==> config.mk <==
export PLATFORM = sky130hd
export DESIGN_NAME = mainfsm
export DESIGN_NICKNAME = d
export VERILOG_FILES = /design/src/rtl/mainfsm_pkg.sv /design/src/rtl/mainfsm_outdec.sv /design/src/rtl/mainfsm.sv
export SDC_FILE = /design/constraint.sdc
export NUM_CORES = 1
export LEC_CHECK = 0
export CAP_MARGIN = 20
export CORE_AREA = 8 8 45 47
export CTS_CLUSTER_SIZE = 16
export DETAILED_ROUTE_END_ITERATION = 12
export DIE_AREA = 0 0 53 55
export PLACE_DENSITY = 0.66
export SLEW_MARGIN = 15
export SYNTH_ARGS = -nofsm -noshare
export SYNTH_HDL_FRONTEND = slang
export SYNTH_HIERARCHICAL = 1
export SYNTH_SLANG_ARGS = --single-unit
==> constraint.sdc <==
create_clock -name clk -period 2 [get_ports clk]
set_clock_uncertainty 0.2 [all_clocks]
set_input_delay 0.4 -clock clk [delete_from_list [all_inputs] [get_ports clk]]
set_output_delay 0.4 -clock clk [all_outputs]
set_load 0.005 [all_outputs]
==> src/rtl/mainfsm_pkg.sv <==
// mainfsm_pkg: shared definitions for the multicycle main controller.
//   state_t   - 4-bit state codes, FETCH = 0, codes 11..15 unused
//   SRCA_*    - ALUSrcA encodings
//   SRCB_*    - ALUSrcB encodings
//   RES_*     - ResultSrc encodings
//   OP_*      - instruction op field encodings
//   ctrl_t    - the control word the output decoder drives
package mainfsm_pkg;

  typedef enum logic [3:0] {
    S_FETCH    = 4'd0,
    S_DECODE   = 4'd1,
    S_MEMADR   = 4'd2,
    S_MEMRD    = 4'd3,
    S_MEMWB    = 4'd4,
    S_MEMWR    = 4'd5,
    S_EXECUTER = 4'd6,
    S_EXECUTEI = 4'd7,
    S_ALUWB    = 4'd8,
    S_BRANCH   = 4'd9,
    S_UNKNOWN  = 4'd10
  } state_t;

  localparam logic [1:0] SRCA_RD1  = 2'b00;
  localparam logic [1:0] SRCA_PC   = 2'b01;

  localparam logic [1:0] SRCB_RD2  = 2'b00;
  localparam logic [1:0] SRCB_IMM  = 2'b01;
  localparam logic [1:0] SRCB_FOUR = 2'b10;

  localparam logic [1:0] RES_ALUOUT = 2'b00;
  localparam logic [1:0] RES_DATA   = 2'b01;
  localparam logic [1:0] RES_ALU    = 2'b10;

  localparam logic [1:0] OP_DP  = 2'b00;
  localparam logic [1:0] OP_MEM = 2'b01;
  localparam logic [1:0] OP_BR  = 2'b10;

  typedef struct packed {
    logic       ir_write;
    logic       adr_src;
    logic [1:0] alu_src_a;
    logic [1:0] alu_src_b;
    logic [1:0] result_src;
    logic       next_pc;
    logic       reg_w;
    logic       mem_w;
    logic       branch;
    logic       alu_op;
  } ctrl_t;

endpackage

==> src/rtl/mainfsm_outdec.sv <==
// mainfsm_outdec: purely combinational state -> control word map.
//   state_i - current state code
//   ctrl_o  - control word; any field not set for a state is 0, and any
//             code outside the enum decodes like UNKNOWN (all zero)
module mainfsm_outdec
  import mainfsm_pkg::*;
(
  input  state_t state_i,
  output ctrl_t  ctrl_o
);

  always_comb begin
    ctrl_o = '0;
    case (state_i)
      S_FETCH: begin
        ctrl_o.ir_write   = 1'b1;
        ctrl_o.next_pc    = 1'b1;
        ctrl_o.adr_src    = 1'b0;
        ctrl_o.alu_src_a  = SRCA_PC;
        ctrl_o.alu_src_b  = SRCB_FOUR;
        ctrl_o.result_src = RES_ALU;
      end
      S_DECODE: begin
        // PC is already PC+4 here, so PC+4 again gives PC+8 for r15 reads
        ctrl_o.alu_src_a  = SRCA_PC;
        ctrl_o.alu_src_b  = SRCB_FOUR;
        ctrl_o.result_src = RES_ALU;
      end
      S_MEMADR: begin
        ctrl_o.alu_src_a = SRCA_RD1;
        ctrl_o.alu_src_b = SRCB_IMM;
      end
      S_MEMRD: begin
        ctrl_o.adr_src    = 1'b1;
        ctrl_o.result_src = RES_ALUOUT;
      end
      S_MEMWB: begin
        ctrl_o.result_src = RES_DATA;
        ctrl_o.reg_w      = 1'b1;
      end
      S_MEMWR: begin
        ctrl_o.adr_src    = 1'b1;
        ctrl_o.result_src = RES_ALUOUT;
        ctrl_o.mem_w      = 1'b1;
      end
      S_EXECUTER: begin
        ctrl_o.alu_src_a = SRCA_RD1;
        ctrl_o.alu_src_b = SRCB_RD2;
        ctrl_o.alu_op    = 1'b1;
      end
      S_EXECUTEI: begin
        ctrl_o.alu_src_a = SRCA_RD1;
        ctrl_o.alu_src_b = SRCB_IMM;
        ctrl_o.alu_op    = 1'b1;
      end
      S_ALUWB: begin
        ctrl_o.result_src = RES_ALUOUT;
        ctrl_o.reg_w      = 1'b1;
      end
      S_BRANCH: begin
        ctrl_o.alu_src_a  = SRCA_RD1;
        ctrl_o.alu_src_b  = SRCB_IMM;
        ctrl_o.result_src = RES_ALU;
        ctrl_o.branch     = 1'b1;
      end
      default: ctrl_o = '0;
    endcase
  end

endmodule

==> src/rtl/mainfsm.sv <==
// mainfsm: Moore main controller of a multicycle ARM-subset processor.
//   clk, reset            - clock; asynchronous active-high reset to FETCH
//   op, funct             - instr[27:26] and instr[25:20]; sampled only in
//                           DECODE and MEMADR
//   IRWrite .. ALUOp      - control outputs, pure functions of the state
//   state                 - current state code for debug
// The condition unit downstream gates RegW, MemW and Branch.
module mainfsm
  import mainfsm_pkg::*;
(
  input  logic       clk,
  input  logic       reset,
  input  logic [1:0] op,
  input  logic [5:0] funct,
  output logic       IRWrite,
  output logic       AdrSrc,
  output logic [1:0] ALUSrcA,
  output logic [1:0] ALUSrcB,
  output logic [1:0] ResultSrc,
  output logic       NextPC,
  output logic       RegW,
  output logic       MemW,
  output logic       Branch,
  output logic       ALUOp,
  output logic [3:0] state
);

  state_t state_q, state_d;
  ctrl_t  ctrl;

  // funct[4:1] (cmd / S bits) belong to the ALU decoder, not this block
  logic unused_funct;
  assign unused_funct = ^funct[4:1];

  always_ff @(posedge clk or posedge reset) begin
    if (reset) state_q <= S_FETCH;
    else       state_q <= state_d;
  end

  always_comb begin
    state_d = S_FETCH;
    case (state_q)
      S_FETCH:  state_d = S_DECODE;
      S_DECODE: begin
        case (op)
          OP_DP:   state_d = funct[5] ? S_EXECUTEI : S_EXECUTER;
          OP_MEM:  state_d = S_MEMADR;
          OP_BR:   state_d = S_BRANCH;
          default: state_d = S_UNKNOWN;
        endcase
      end
      S_MEMADR:   state_d = funct[0] ? S_MEMRD : S_MEMWR;
      S_MEMRD:    state_d = S_MEMWB;
      S_EXECUTER: state_d = S_ALUWB;
      S_EXECUTEI: state_d = S_ALUWB;
      // MEMWB, MEMWR, ALUWB, BRANCH, UNKNOWN and unused codes return to FETCH
      default:    state_d = S_FETCH;
    endcase
  end

  mainfsm_outdec u_outdec (
    .state_i (state_q),
    .ctrl_o  (ctrl)
  );

  assign IRWrite   = ctrl.ir_write;
  assign AdrSrc    = ctrl.adr_src;
  assign ALUSrcA   = ctrl.alu_src_a;
  assign ALUSrcB   = ctrl.alu_src_b;
  assign ResultSrc = ctrl.result_src;
  assign NextPC    = ctrl.next_pc;
  assign RegW      = ctrl.reg_w;
  assign MemW      = ctrl.mem_w;
  assign Branch    = ctrl.branch;
  assign ALUOp     = ctrl.alu_op;
  assign state     = state_q;

endmodule

## Word level (Yosys, flattened, before mapping)

Cells that the tools add are included.

- Register bits after elaboration: 4
- Output and inout port bits: 17
- Logic and storage cells: 32

- Equal/unequal tests: 11
- Mux-type cells: 12
- Reductions and logical operators: 8

Operator list:

| operator | number |
|---|---|
| case mux 4 bit (5 select lines) | 1 |
| equality test 4 x 3 -> 1 bit, second input constant | 4 |
| case mux 4 bit (3 select lines) | 1 |
| equality test 4 x 2 -> 1 bit, second input constant | 2 |
| equality test 4 bit, second input constant | 2 |
| OR reduction 2 bit | 4 |
| 2-to-1 mux 1 bit | 7 |
| case mux 3 bit (2 select lines) | 1 |
| OR reduction 3 bit | 2 |
| equality test 4 x 1 -> 1 bit, second input constant | 1 |
| zero test 4 bit | 1 |
| case mux 2 bit (2 select lines) | 1 |
| 2-to-1 mux 3 bit | 1 |
| equality test 2 x 1 -> 1 bit, second input constant | 1 |
| equality test 2 bit, second input constant | 1 |
| zero test 2 bit | 1 |

## Logic depth before layout (Yosys ltp)

Gate-level depths: netlist (run 1).

- Depth after elaboration: 3
- Mapped depth: 3

## Cells and area by module

Netlist (run 1), hierarchy kept.

Modules (own cells, without submodules):

| module | instances | cells an instance | area an instance (sq um) | seq. area each (sq um) |
|---|---|---|---|---|
| mainfsm | 1 | 20 | 188.9 | 100.1 |
| mainfsm_outdec | 1 | 25 | 160.2 | 0.0 |

## Worst setup path after synthesis (run 1)

Ideal clock, no wire load.

- Kind: reg-to-output
- Start: reg state_q[2], in the netlist state[2]
- End: out ALUSrcB[0]
- Arrival time: 1186 ps
- Data required time: 1400 ps
- Path slack: 214 ps
- Cell stages (with the launch flop): 4
- Path buffers: 1
- Path through: dfrtp_1 > buf_6 > or4b_1 > nand3_1

- Cells in the longest elaborated chain, start to end: 3
- Elaborated cells between the ends (all ways): 8
- Those cells by class: 4 x eq/ne; 1 x mux; 3 x reduce/logical

RTL lines:

| what | line | source |
|---|---|---|
| start: declaration | mainfsm.sv:28 | `state_t state_q, state_d;` |
| start signal: assignment | mainfsm.sv:37 | `else state_q <= state_d;` |
| equality test 4 x 2 -> 1 bit, or another cell as far along | mainfsm_outdec.sv:14 | `case (state_i)` |
| OR reduction 3 bit (no line) or OR reduction 2 bit (tied branches) | - |  |
| case mux 3 bit (2 select lines) * | mainfsm_outdec.sv:14 |  |
| end: declaration | mainfsm.sv:18 | `output logic [1:0] ALUSrcB,` |

Every way passes the cells marked *; elsewhere a longest branch is shown, timed or not.

## Worst setup path after layout (run 1)

Same ends and word-level chain as after synthesis.

==> results of run 1 <==
synth_stat cells (all sizes together), types with 2 or more instances:
cell type	n	area (sq um)
buf	5	38.8
nand2b	5	31.3
nor2	5	18.8
a211oi	4	30.0
dfrtp	4	100
inv	4	15.0
nor3	4	20.0
nand3	2	10.0
nand3b	2	15.0
cells in the final DEF (no fill, tap or decap):
cell / instances
sky130_fd_sc_hd__conb_1: 1
sky130_fd_sc_hd__xnor2_1: 1
sky130_fd_sc_hd__buf_4: 12
sky130_fd_sc_hd__clkbuf_4: 3
sky130_fd_sc_hd__a211oi_1: 3
sky130_fd_sc_hd__dfrtp_1: 4
sky130_fd_sc_hd__a21oi_1: 1
sky130_fd_sc_hd__o21ai_1: 1
sky130_fd_sc_hd__inv_1: 4
sky130_fd_sc_hd__nor2_1: 5
sky130_fd_sc_hd__buf_2: 3
sky130_fd_sc_hd__nor4_2: 1
sky130_fd_sc_hd__dlymetal6s2s_1: 2
sky130_fd_sc_hd__nand4b_1: 1
sky130_fd_sc_hd__nand2_1: 1
sky130_fd_sc_hd__clkdlybuf4s15_1: 2
sky130_fd_sc_hd__nor3_1: 3
sky130_fd_sc_hd__nand3_1: 2
sky130_fd_sc_hd__nand2b_4: 1
sky130_fd_sc_hd__or4b_1: 1
sky130_fd_sc_hd__a22oi_1: 1
sky130_fd_sc_hd__clkbuf_2: 2
sky130_fd_sc_hd__nor3_2: 1
sky130_fd_sc_hd__buf_6: 3
sky130_fd_sc_hd__nand3b_1: 2
sky130_fd_sc_hd__nand4bb_1: 1
sky130_fd_sc_hd__buf_12: 1
sky130_fd_sc_hd__a211oi_2: 1
sky130_fd_sc_hd__clkdlybuf4s50_1: 7
sky130_fd_sc_hd__dlygate4sd2_1: 5
sky130_fd_sc_hd__nand2b_1: 4
power by group:
part	total [W]	switching (W)	internal [W]
sequential	0.000148	0.0000277	0.000120
clock	0.0000991	0.0000320	0.0000671
combinational	0.000904	0.000369	0.000534
worst max-delay path by stage:
stage,startpoint,end,slack (ns),cells after the start
after floorplan,state[2]$_DFF_PP0_,ALUSrcB[0],0.21,3
after global placement,state[2]$_DFF_PP0_,ALUSrcB[0],-0.09,3
after detailed placement,state[3]$_DFF_PP0_,ALUSrcB[0],-0.10,3
after CTS,state[2]$_DFF_PP0_,state[2],-0.002,3
after global routing,state[2]$_DFF_PP0_,ALUSrcB[0],-0.004,3
final,state[2]$_DFF_PP0_,ALUSrcB[0],0.04,3
worst register-to-register path: stages, from the launching register on:
cell and delay (ns):
sky130_fd_sc_hd__dfrtp_1 0.37, sky130_fd_sc_hd__buf_6 0.12, sky130_fd_sc_hd__buf_12 0.12, sky130_fd_sc_hd__buf_4 0.14
sky130_fd_sc_hd__nand2b_1 0.14, sky130_fd_sc_hd__a22oi_1 0.18, sky130_fd_sc_hd__nor3_1 0.06
metrics by stage:
stage / hold WS [ns] / std cells / power (W) / TNS (ns) / utilization [%]
2_1_floorplan: -0.0339 / 45 / 0.000516 / 0 / -
3_3_place_gp: 0.395 / 89 / 0.00100 / -0.252 / 45.6
3_5_place_dp: 0.407 / 89 / 0.00102 / -0.324 / 45.6
4_1_cts: 0.149 / 94 / 0.00110 / -0.00244 / 49.2
5_1_grt: 0.160 / 96 / 0.00125 / -0.00391 / 50.9
6_report: 0.150 / 96 / 0.00115 / 0 / 50.9
final cells by class:
type	instances	area (sq um)
tap	16	20.0
timing repair buffer	37	328
multi-input combinational	32	219
inverter	4	15.0
sequential	4	100
fill	160	679
clock buffer	3	22.5
per-layer routing:
| layer | share of wire (%) | global-route usage (%) |
|---|---|---|
| met3 | 8.5 | 2.41 |
| met4 | 0 | 5.17 |
| met2 | 49 | 12.9 |
| met5 | 0 | 0 |
| met1 | 42 | 7.62 |
timing repair:
action	CTS	global route
setup endpoints to repair	13	9
resized for setup	24	12
pin swaps	2	0
cloned	0	0
buffers inserted	2	2
cell families after synthesis:
| family | share of synthesized area (%) |
|---|---|
| AO/OA/AOI/OAI | 13.6 |
| XOR/XNOR | 2.51 |
| buffers and inverters | 15.4 |
| flip-flops | 28.7 |
| other | 1.07 |
| AND/OR/NAND/NOR | 38.7 |
==> results.txt, run 1 <==
- Result of the run: finished, final reports clean
- Clock-pin slew was measured on the worst setup and hold paths at 0.04 ns.
- Via count: 450
- CTS built an H-tree with a depth of 1.
* Number of synthesized register bits: 4
* Grt ovf: 0
- Setup violations remaining at the end of the flow were counted as 0.
* Number of I/O pins: 27
- Number of nets still failing antenna checks after routing: 0
- The worst register-to-register path begins at state[0]$_DFF_PP0_.
* Total power density per cell area: 1630 nW/um^2
- Leakage power total: 0.367 nW
- Arrival @ worst endpoint: 1.36 ns
- Net count of the mapped netlist: 55
* Antenna violations before repair: 0
* Placed cell areas: 631 sq um
- Worst reg2reg endpoint: state[2]$_DFF_PP0_
* Setup Crit Path Kind: register to primary output
* Top FF cell, synth: sky130_fd_sc_hd__dfrtp_1
- In this run the deepest clock path goes through 2 buffers.
- For this run, the number of Yosys warnings is 6.
* First DRT Iteration DRCs: 4
- After synthesis, flip-flops and latches occupy 28.7% of the total area.
- Synthesis handed over a netlist of 45 instances.
* Critical path buffers and inverters: 1
- Avg Cell Area, Syn: 7.76 sq um
* Routed length per placed instance: 12.0 um
- GRT Overall Usage: 7.49%
- Walking the worst path, the cells encountered are or4b_1 -> nand3_1 -> buf_2.
- The net count of the finished layout is 92.
* Maximum number of pins on one net before global-route repair: 12
- Period utilisation layout: 97.9%
* Starting utilization of the core area: 25.2%
* Via count of the first global-routing pass: 428
- In this run the worst hold path is classified as input port to async pin.
- Prior to clock tree synthesis, the placed netlist has a worst setup slack of -0.102 ns.
* Root buf cell: sky130_fd_sc_hd__clkbuf_4
- The final hold violation count is 0.
* Proportion of synthesized flip-flops having asynchronous set or reset: 100%
- Clock latency of the later-clocked register in the worst-skew pair: 0.23 ns
* Core outline area: 1380 sq um
* Min Tclk post-route: 1.96 ns
- Min setup slack post-route: 0.0427 ns
* Distinct cell type count of the synthesized netlist: 21
* Horiz. Die Dim: 53 um
- Sink Count: 4
- The largest single stage delay on the critical path is 0.53 ns.
- Standard cell with the maximum stage delay on the critical path: sky130_fd_sc_hd__or4b_1
- Number of hold buffers added after CTS: 0
* Area of all placed cells without fillers: 704 sq um
- Max FFs per register: 4
- Final Max Slew Viols: 0
- Final Wtd Congestion: 0.677
- Register-to-register setup slack: 0.55 ns
* Cell count of the worst reg-to-reg path: 6
- Across the run, the number of max-cap violations was 0.
- Post-route DRC: 0
* Data required time at the worst endpoint: 1.40 ns
* Maximum vdd ir drop: 0.000594 V
- Synth-to-layout area growth: 102%
- The floorplan has 14 rows.
* Maximum operating frequency: 511 MHz
* Number of enable flip-flop cells after synthesis: 0
- For this block, the routed nets add up to 1.15 mm of wire.
- Cell area after synthesis: 349 sq um
- The repair_antennas step left the layout with diodes totalling 0.
- I/O Buffers: 21
* Maximum fanout along the worst path: 3
- STA classifies the critical path endpoint as a primary output.
- Die Outline Area: 2920 sq um
* Global-route wire length before repair: 1.66 mm
- CTS tree: yes
- For this run, the detailed router's first-pass iteration total came to 4.
* Delay-heaviest family, CP: simple AND/OR/NAND/NOR gates
- Using the TritonRoute via totals, the vias-per-cell ratio works out to 4.69.
- The die is 55 um tall.
- The worst setup path is launched from a register.
- Number of buffers created by CTS: 3
* Share of layout cells above drive strength 1: 35.0%
Power figures use the tool's default switching activity.
==> run 2: changes to the inputs <==
Settings changed: RECOVER_POWER from default to 50.
==> run 2 against run 1 <==
  * Sequential cell count is the same
  * Sequential power hardly changed
  * Routed wire length shrank 1.3%
  * Critical path depth unchanged
  * Via count shrank 1.3%
  * Design area down 1.1%
  * Maximum frequency hardly changed
  * Combinational power fell by 2%
  * Clock-buffer cell count stayed put
  * Non-clock buffer count is the same
  * Die area did not move
  * Register-to-register slack worse by 0.03 ns
==> results.txt, run 2 (synthesized netlist as in run 1, its figures left out) <==
* Fraction of power consumed by sequential logic: 13.0% (+0.2 points)
- The worst hold path belongs to the class input port to async pin.
* Total length of routed met3 wires: 98 um (unchanged)
- The clock share of power is 8.7% (about the same).
- Number of placement rows: 14 (unchanged)
* Period utilisation layout: 97.9% (about the same)
- Horiz. Die Dim: 53 um (unchanged)
* First DRT Iteration DRCs: 2 (-2)
- The total number of nets in the final design came to 92 (unchanged).
- Max FFs per register: 4 (unchanged)
* Post-route DRC: 0 (unchanged)
- The count of buffers inserted at the top-level ports was 21 (unchanged).
- Core outline area: 1380 sq um (unchanged)
- The logic gate share of total power was 78.3% (-0.3 points).
- Switching power share of the total: 37.8% (+0.48 points)
- The average vias per placed instance came to 4.63 (-1.3%).
- The via count was 444 (-1.3%).
* Area of all placed cells without fillers: 697 sq um (-1.1%)
- The total length of routed met2 wires came to 561 um (-0.71%).
- Clock latency of the later-clocked register in the worst-skew pair: 0.23 ns (about the same)
- Leaving out fill and tap cells, the most frequent cell in the layout is sky130_fd_sc_hd__buf_4.
* Number of buffers created by CTS: 3 (unchanged)
* Root buf cell: sky130_fd_sc_hd__clkbuf_4
- The maximum fanout encountered on the critical timing path came to 3 (unchanged).
- The total die area was 2920 sq um (unchanged).
- Synth-to-layout area growth: 99.6%
- Highest-count cells in the layout ignoring fill and taps: sky130_fd_sc_hd__buf_4 (10), sky130_fd_sc_hd__clkdlybuf4s50_1 (6), sky130_fd_sc_hd__nor2_1 (5), sky130_fd_sc_hd__dlygate4sd2_1 (5)
- Max-capacitance violation count: 0 (unchanged)
* Final Max Slew Viols: 0 (unchanged)
- Sink Count: 4 (unchanged)
- The final weighted congestion of routability-driven global placement came to 0.677 (unchanged).
* Endpoints failing hold: 0 (unchanged)
- Die span in y: 55 um (unchanged)
* Maximum vdd ir drop: 0.000592 V (-0.28%)
- Maximum number of pins on one net before global-route repair: 12 (unchanged)
- Total power density per cell area: 1630 nW/um^2 (-0.35%)
- Clock input transition at the sequential cells of the worst setup and hold paths: 0.04 ns (about the same)
* H-tree levels: 1 (unchanged)
- The first-pass GRT wire length is 1.66 mm (unchanged).
* Max layer used: met3
- The top-level port count is 27 (unchanged).
- CTS tree: yes
* Min setup slack post-route: 0.0428 ns (+0.000152 ns)
- Starting utilization of the core area: 25.2% (unchanged)
- The highest attainable clock frequency was 511 MHz (about the same).
- The global route total overflow was 0 (unchanged).
- Placed cell areas: 631 sq um (unchanged)
- The final critical-path required period is 1.96 ns (-0.000152 ns).
- Antenna violations before repair: 0 (unchanged)
- The routed wire length came to 1.14 mm (-1.3%).
- The total iterations of the first detailed-routing run was 3 (-1).
- Result of the run: finished, final reports clean
* Leakage power total: 0.360 nW (-2.0%)
- The worst slack at placement was -0.102 ns (unchanged).
* Switching pwr: 0.000428 W (-0.16%)
- The average wire per cell in the routed design is 11.8 um (-1.3%).
- Via count of the first global-routing pass: 428 (unchanged)
* Data required time at the worst endpoint: 1.40 ns (about the same)
* Number of hold buffers added after CTS: 0 (unchanged)
- The maximum root-to-sink buffer count came to 2 (unchanged).
- The detailed-routing wirelength on met1 came to 477 um (-2.3%).
- The all-layer global routing usage came to 7.49% (unchanged).
- The worst setup path is launched from a register.
* CP endpoint kind: primary output
- The remaining antenna violation count is 0 (unchanged).
* Antenna diode instance count: 0 (unchanged)
* Number of setup violations in the final report: 0 (unchanged)
* Worst setup startpoint: state[2]$_DFF_PP0_
- The data arrival time of the critical path is 1.36 ns (about the same).
- The worst register-to-register path begins at state[0]$_DFF_PP0_.
- Cell internal pwr: 0.000706 W (-2.2%)
- Share of layout cells above drive strength 1: 32.5% (-2.5 points)
- By startpoint and endpoint, the worst setup path is classified as register to primary output.
==> run 2: cell count changes in the layout (fill, tap and decap cells not counted), sizes merged <==
cell,delta
clkdlybuf4s50,-1
buf,-2
dlygate4sd3,+1
clkbuf,+2
==> run 2: final cells by class <==
class | count | area [sq um]
Clock buffer | 3 | 22.5
Fill cell | 159 | 687
Inverter | 4 | 15.0
Multi-Input combinational cell | 32 | 219
Sequential cell | 4 | 100
Tap cell | 16 | 20.0
Timing Repair Buffer | 37 | 320
==> run 2: critical path, cell delays in order, from the launching register on <==
cell,delay (ns)
sky130_fd_sc_hd__dfrtp_1,0.39
sky130_fd_sc_hd__or4b_1,0.53
sky130_fd_sc_hd__nand3_1,0.08
sky130_fd_sc_hd__buf_2,0.11
==> run 2: worst paths after layout <==
path	endpoint	slack [ns]	depth (start not counted)
worst max-delay path	ALUSrcB[0]	0.04	3
worst min-delay path	state[2]$_DFF_PP0_	0.29	2
worst max register to register	state[2]$_DFF_PP0_	0.52	6
worst min register to register	state[3]$_DFF_PP0_	0.48	3
max in group asynchronous	state[0]$_DFF_PP0_	1.17	2
min in group clk	state[3]$_DFF_PP0_	0.48	3
==> run 2: per-layer routing <==
| layer | global-route usage, % | vias up |
|---|---|---|
| li1 | - | 225 |
| met1 | 7.62 | 199 |
| met2 | 12.9 | 20 |
| met3 | 2.41 | 0 |
| met4 | 5.17 | 0 |
| met5 | 0 | - |
==> run 2: per-stage QoR <==
step           instances  power [W]  hold WS (ns)  TNS (ns)  util [%]
3_3_place_gp          89    0.00100         0.395    -0.252      45.6
6_report              96    0.00113         0.287         0      50.4
4_1_cts               94    0.00110         0.149  -0.00244      49.2
5_1_grt               96    0.00123         0.295  -0.00391      50.4
2_1_floorplan         45   0.000516       -0.0339         0         -
3_5_place_dp          89    0.00102         0.407    -0.324      45.6
==> run 2: repair_timing <==
| action | in CTS | in global routing |
|---|---|---|
| endpoints found under the setup margin | 13 | 9 |
| pin swaps | 2 | 0 |
| setup buffers | 2 | 2 |
| gates resized for setup | 24 | 12 |
==> run 2: power groups by stage <==
stage	Sequential (W)	Combinational (W)	Clock, W
floorplan	0.000205	0.000311	0
global placement	0.000143	0.000862	0
detailed placement	0.000143	0.000872	0
CTS	0.000145	0.000852	0.000106
global route	0.000156	0.000961	0.000114
finish	0.000148	0.000888	0.0000990
==> run 3: changes to the inputs <==
Settings changed: SLEW_MARGIN 15 to 20.
==> results of run 3 <==
The final DEF is identical to that of run 2; final timing and power are the same.
